**src/rtl/packet_tx.sv**
```systemverilog
// packet_tx: reads one packet from a synchronous packet buffer and transmits it.
// Read data passes through a 2-entry skid buffer so that downstream stalls lose
// nothing. When the skid buffer is empty, a word that arrives from the buffer
// goes straight to the output register.
// Optional feature macro: PACKET_TX_STATS_EN compiles in the pkt_count and
// word_count statistics counters. Without it, both outputs are tied to zero.
//
// state | meaning
// IDLE  | waiting for start; start is ignored during the cycle that done is high
// RUN   | issuing reads and popping words to the output
// DONE  | last word sent; pulse done, drop busy, return to IDLE
module packet_tx #(
    parameter int DATA_W = 64,
    parameter int CTRL_W = 8,
    parameter int ADDR_W = 8
) (
    input  logic              clk,
    input  logic              reset,
    input  logic              start,
    input  logic [ADDR_W-1:0] start_addr,
    input  logic [ADDR_W-1:0] end_addr,
    output logic [ADDR_W-1:0] rd_addr,
    input  logic [DATA_W-1:0] rd_data,
    input  logic [CTRL_W-1:0] rd_ctrl,
    input  logic              out_rdy,
    output logic              out_wr,
    output logic [DATA_W-1:0] out_data,
    output logic [CTRL_W-1:0] out_ctrl,
    output logic              busy,
    output logic              done,
    output logic [15:0]       pkt_count,
    output logic [15:0]       word_count
);

    typedef enum logic [1:0] {IDLE, RUN, DONE} state_t;

    state_t            state;
    logic [ADDR_W-1:0] end_addr_q;
    logic [ADDR_W:0]   words_left;
    logic              reads_done;
    logic              rd_valid;
    logic [1:0]        skid_cnt;
    logic [DATA_W-1:0] skid_d0, skid_d1;
    logic [CTRL_W-1:0] skid_c0, skid_c1;

    logic [1:0]        avail;
    logic              pop;
    logic              issue;
    logic [DATA_W-1:0] head_d;
    logic [CTRL_W-1:0] head_c;

    // Words available this edge: skid buffer contents plus any word arriving from
    // the read that was issued last cycle. A new read is issued only if the buffer
    // can still hold it after this edge's pop.
    always_comb begin
        avail  = skid_cnt + {1'b0, rd_valid};
        pop    = (state == RUN) && out_rdy && (avail != 2'd0);
        issue  = (state == RUN) && !reads_done && ({1'b0, avail} < (3'd2 + {2'b0, pop}));
        head_d = (skid_cnt != 2'd0) ? skid_d0 : rd_data;
        head_c = (skid_cnt != 2'd0) ? skid_c0 : rd_ctrl;
    end

    // Sequencer, read issue, skid buffer, and registered outputs
    always_ff @(posedge clk) begin
        if (reset) begin
            state      <= IDLE;
            end_addr_q <= '0;
            words_left <= '0;
            reads_done <= 1'b0;
            rd_valid   <= 1'b0;
            rd_addr    <= '0;
            skid_cnt   <= 2'd0;
            skid_d0    <= '0;
            skid_d1    <= '0;
            skid_c0    <= '0;
            skid_c1    <= '0;
            out_wr     <= 1'b0;
            out_data   <= '0;
            out_ctrl   <= '0;
            busy       <= 1'b0;
            done       <= 1'b0;
        end else begin
            rd_valid <= issue;
            case (state)
                IDLE: begin
                    out_wr <= 1'b0;
                    done   <= 1'b0;
                    if (start && !done) begin
                        end_addr_q <= end_addr;
                        rd_addr    <= start_addr;
                        words_left <= {1'b0, end_addr - start_addr} + (ADDR_W+1)'(1);
                        reads_done <= 1'b0;
                        skid_cnt   <= 2'd0;
                        busy       <= 1'b1;
                        state      <= RUN;
                    end
                end
                RUN: begin
                    out_wr <= pop;
                    if (issue) begin
                        rd_addr <= rd_addr + ADDR_W'(1);
                        if (rd_addr == end_addr_q)
                            reads_done <= 1'b1;
                    end
                    if (pop) begin
                        out_data   <= head_d;
                        out_ctrl   <= head_c;
                        words_left <= words_left - (ADDR_W+1)'(1);
                        if (words_left == (ADDR_W+1)'(1))
                            state <= DONE;
                        case (skid_cnt)
                            2'd0: ;
                            2'd1: begin
                                if (rd_valid) begin
                                    skid_d0 <= rd_data;
                                    skid_c0 <= rd_ctrl;
                                end
                                skid_cnt <= {1'b0, rd_valid};
                            end
                            default: begin
                                skid_d0  <= skid_d1;
                                skid_c0  <= skid_c1;
                                skid_cnt <= 2'd1;
                            end
                        endcase
                    end else if (rd_valid) begin
                        if (skid_cnt == 2'd0) begin
                            skid_d0 <= rd_data;
                            skid_c0 <= rd_ctrl;
                        end else begin
                            skid_d1 <= rd_data;
                            skid_c1 <= rd_ctrl;
                        end
                        skid_cnt <= skid_cnt + 2'd1;
                    end
                end
                DONE: begin
                    out_wr <= 1'b0;
                    done   <= 1'b1;
                    busy   <= 1'b0;
                    state  <= IDLE;
                end
                default: begin
                    out_wr <= 1'b0;
                    state  <= IDLE;
                end
            endcase
        end
    end

`ifdef PACKET_TX_STATS_EN
    // Wrapping statistics: packets counted on entry to DONE, words on each pop
    always_ff @(posedge clk) begin
        if (reset) begin
            pkt_count  <= '0;
            word_count <= '0;
        end else begin
            if (state == DONE)
                pkt_count <= pkt_count + 16'd1;
            if (pop)
                word_count <= word_count + 16'd1;
        end
    end
`else
    assign pkt_count  = 16'd0;
    assign word_count = 16'd0;
`endif

endmodule

```
**config.mk**
```make
export PLATFORM = sky130hd
export DESIGN_NAME = packet_tx
export DESIGN_NICKNAME = d
export VERILOG_FILES = /design/src/rtl/packet_tx.sv
export SDC_FILE = /design/constraint.sdc
export NUM_CORES = 1
export LEC_CHECK = 0
export CORE_UTILIZATION = 35
export CTS_BUF_LIST = sky130_fd_sc_hd__clkbuf_4 sky130_fd_sc_hd__clkbuf_8
export DETAILED_ROUTE_END_ITERATION = 10
export SLEW_MARGIN = 15
export SYNTH_ARGS = -nofsm -noshare
export SYNTH_HDL_FRONTEND = slang
export SYNTH_SLANG_ARGS = --single-unit
```
**constraint.sdc**
```tcl
create_clock -name clk -period 3.4 [get_ports clk]
set_input_delay 0.68 -clock clk [delete_from_list [all_inputs] [get_ports clk]]
set_output_delay 0.68 -clock clk [all_outputs]
set_load 0.02 [all_outputs]
```
==> summary.md <==
| Metric | Value |
|---|---|
| Most common cell in the netlist | dfxtp_1 |
| Area of the multi-input gates | 5990 um2 |
| Cell row count | 66 |
| DIE HEIGHT | 184 um |
| Die Wd | 184 um |
| Layout cells sized above 1 | 0.123 |
| Status | finished clean |
| Top delay family on crit path | compound AO/OA/AOI/OAI gates |
| Clk buf depth | 3 |
| Slew Limit Fails | 0 |
| Clock root buffer | clkbuf_8 |
| Critical Path End Type | register |
| RSZ-0062 raised after global routing | false |
| Worst setup SP type | register |
| Die ar. | 34,000 um2 |
| Post-CTS Setup Repair Bufs | 0 |
| Post-synth ARST share | 0 |
| Setup Crit Path Kind | reg -> reg |
| Post_cts resized | 0 |
| Worst Hold Margin | 0.451 ns |
| Ports | just over 200 |
| Placer Congestion | 0.830 |
| Area after DPL | 13,600 um2 |
| Vias/cell | 4.92 |
| R2R cell count | 10 |
| Worst R2R End | skid_d0[23]$_SDFFE_PP0P_ |
| Grt total ovfl | 0 |
| Ranking of synthesized cells by area | dfxtp_1 (43%), mux2i_1 (12%), a211oi_2 (7.7%) |
| Core Area | 32,600 um2 |
| Max Cap Viol | 0 |
| Seq cells post-synth | 250 |
| Minimum clock period | 2.81 ns |
| Final Skew | 0.0377 ns |
| Total negative slack | 0 ns |
| Post-synthesis sequential area ratio | 0.430 |
| Via Count | approximately 9,400 |
| FF/Latch Area | 5000 um2 |
| Placed instance count | 1,829 |
| Distinct cells, synth | 51 |
| Syn_area_per_cell | approximately 9.0 um2 |
| Non-Filler Instances | 1,910 |
| Critical Path Slowest Stage Cell | dfxtp_1 |
| Leading area contributor after synthesis | dfxtp_1 |
| Clock-pin slew on the worst setup and hold paths | 0.06 ns |
| EDFF count, synth | 0 |
| DRT antenna net count | 0 |
| Total power draw | just under 8 mW |
| Final hold vios | 0 |
| Hold crit path type | reg -> reg |
| Lkg Pwr | approximately 6 nW |
| H-tree depth | 2 |
| P per Cell Area | 528 nW/um2 |
| Nets | 1,542 |
| Layout area overhead | 25.8% |
| Synth warn | 0 |
| Final setup viols | 0 |
| Post-route design area | 14,600 um2 |
| Post-synth top area share | 0.430 |
| Detailed Route WL | 29,000 um |
| Vias in the first global route | between 9,000 and 10,000 |
| Hold Path Stages | 2 |
| R2r setup slk | 0.59 ns |
| Largest net degree at the start of global routing | 146 |
| CTS tree | yes |
| Num CTS Buffers | 45 |
| Most Frequent Cell on Critical Path | ha_1 |
| Initial DRC count | 464 |
| GR Util All Layers | 0.171 |
| Worst slew pin tran | 0.661 ns |
| Final worst setup slack | 0.594 ns |
| Post-synth top flop | dfxtp_1 |
| DRC | 0 |
| Final core utilization | 0.449 |
| Initial antenna violation count | 2 |
| DR WL/cell | 15.2 um |
| Initial Utilization | 0.357 |
| Post-synth top cells | dfxtp_1 (250), nand2_1 (181), nor2_1 (176), mux2i_1 (144), a21oi_1 (105) |
| Hold Startpoint | skid_d1[43]$_SDFFE_PP0P_ |
| Post-place setup slack | 0.119 ns |
| Worst r2r src | rd_valid$_SDFF_PP0_ |
| Max-slew headroom | 0.560 |
| DP Wirelength | 17,900 um |
| Buffers plus inverters on the worst setup path | 2 |
| Tcrit/Tclk final | 0.825 |
| I/O Buffers | 174 |
| Critical Path Start | rd_valid$_SDFF_PP0_ |
| Req. time, crit path | 3.86 ns |
| First-pass GRT wire length | 46,900 um |
| Maximum vdd drop | 0.230 mV |
| Cts hold-fix bufs | 0 |
| Post-Syn Instances | ~1,300 |
| Worst EP arrival | 3.26 ns |
| Crit Path Max Fanout | 66 |
| # clock sinks | 250 |
| Worst path cell trace | ha_1, xor2_1, o21ai_1, nor2_4, inv_1, ha_1, a21boi_4, buf_12, nor2_1, a211oi_2 |
| FILL cells | approximately 3,200 |
| Skew-Pair Late Insertion Delay | 0.57 ns |
| Post-Syn Area | 11,600 um2 |
| Drt pass-1 iters | 4 |
| Hold EP | skid_d1[43]$_SDFFE_PP0P_ |
| Critical path's largest stage delay | 0.49 ns |
| Max Clk Rate | ~360 MHz |
-- layer usage --
layer  global-route usage  part of all wire
met5                    0           0.00052
met4               0.0533             0.022
met3               0.0358             0.052
met2                0.288              0.46
met1                0.216              0.46
-- sequential cells by signal (all words and copies together) (netlist names), 2 cells and up --
register / cells
rd_addr: 8
out_data: 64
out_ctrl: 8
words_left: 9
skid_c0: 8
skid_d0: 64
skid_cnt: 2
skid_c1: 8
state: 2
skid_d1: 64
end_addr_q: 8
-- report_power, final --
part / leakage (nW) / switching (mW) / internal (mW)
clock network: 0.536 / 1.31 / 1.81
registers: 2.03 / 0.105 / 3.09
logic: 3.31 / 0.799 / 0.627
-- area by class of cell --
type                       instances  area share
multi-input combinational        924       0.409
sequential                       250       0.342
timing repair buffer             194       0.138
clock buffer                      68      0.0596
tap                              442      0.0378
clock inverter                    12     0.00897
inverter                          19     0.00487
antenna                            1    0.000171
-- cell families (layout without fill, tap and decap cells) --
| logic type | after synthesis | after routing | share of synthesized area |
|---|---|---|---|
| adders and majority gates | 16 | 16 | 0.0178 |
| muxes | 144 | 144 | 0.124 |
| buffers and inverters | 151 | 293 | 0.0700 |
| AOI/OAI and AO/OA | 301 | 301 | 0.200 |
| xor gates and xnor gates | 22 | 22 | 0.0165 |
| and+or+nand+nor | 409 | 409 | 0.142 |
| other | 1 | 33 | 0.000322 |
| DFF | 250 | 250 | 0.430 |
-- cells in the final DEF, fill, tap and decap left out, types with 10 or more instances in the layout --
master             n
a211oi_1          77
a211oi_2          72
a21oi_1          105
buf_12            10
buf_4             10
clkbuf_4          10
clkbuf_8          58
clkdlybuf4s50_1  173
conb_1            32
dfxtp_1          250
ha_1              14
inv_1             19
mux2i_1          144
nand2_1          181
nor2_1           175
o21ai_0           14
xor2_1            13
-- worst register-to-register path: cells and delay by family, from the launching register on --
family / cells / cell delay, ns
adders and majority gates: 2 / 0.51
AOI/OAI and AO/OA: 3 / 0.70
DFF: 1 / 0.49
xor gates and xnor gates: 1 / 0.24
buffers and inverters: 2 / 0.48
and+or+nand+nor: 2 / 0.29
-- worst max-delay path by stage --
stage | slack (ns) | to | depth (start not counted)
2_1_floorplan | 0.79 | words_left[7]$_SDFFE_PP0P_ | 11
3_3_place_gp | 0.18 | words_left[7]$_SDFFE_PP0P_ | 11
3_5_place_dp | 0.12 | words_left[7]$_SDFFE_PP0P_ | 11
4_1_cts | 0.54 | skid_d0[28]$_SDFFE_PP0P_ | 10
5_1_grt | 0.40 | skid_d0[21]$_SDFFE_PP0P_ | 10
6_report | 0.59 | skid_d0[23]$_SDFFE_PP0P_ | 10
Note: power is estimated with default switching activity, not from simulation.
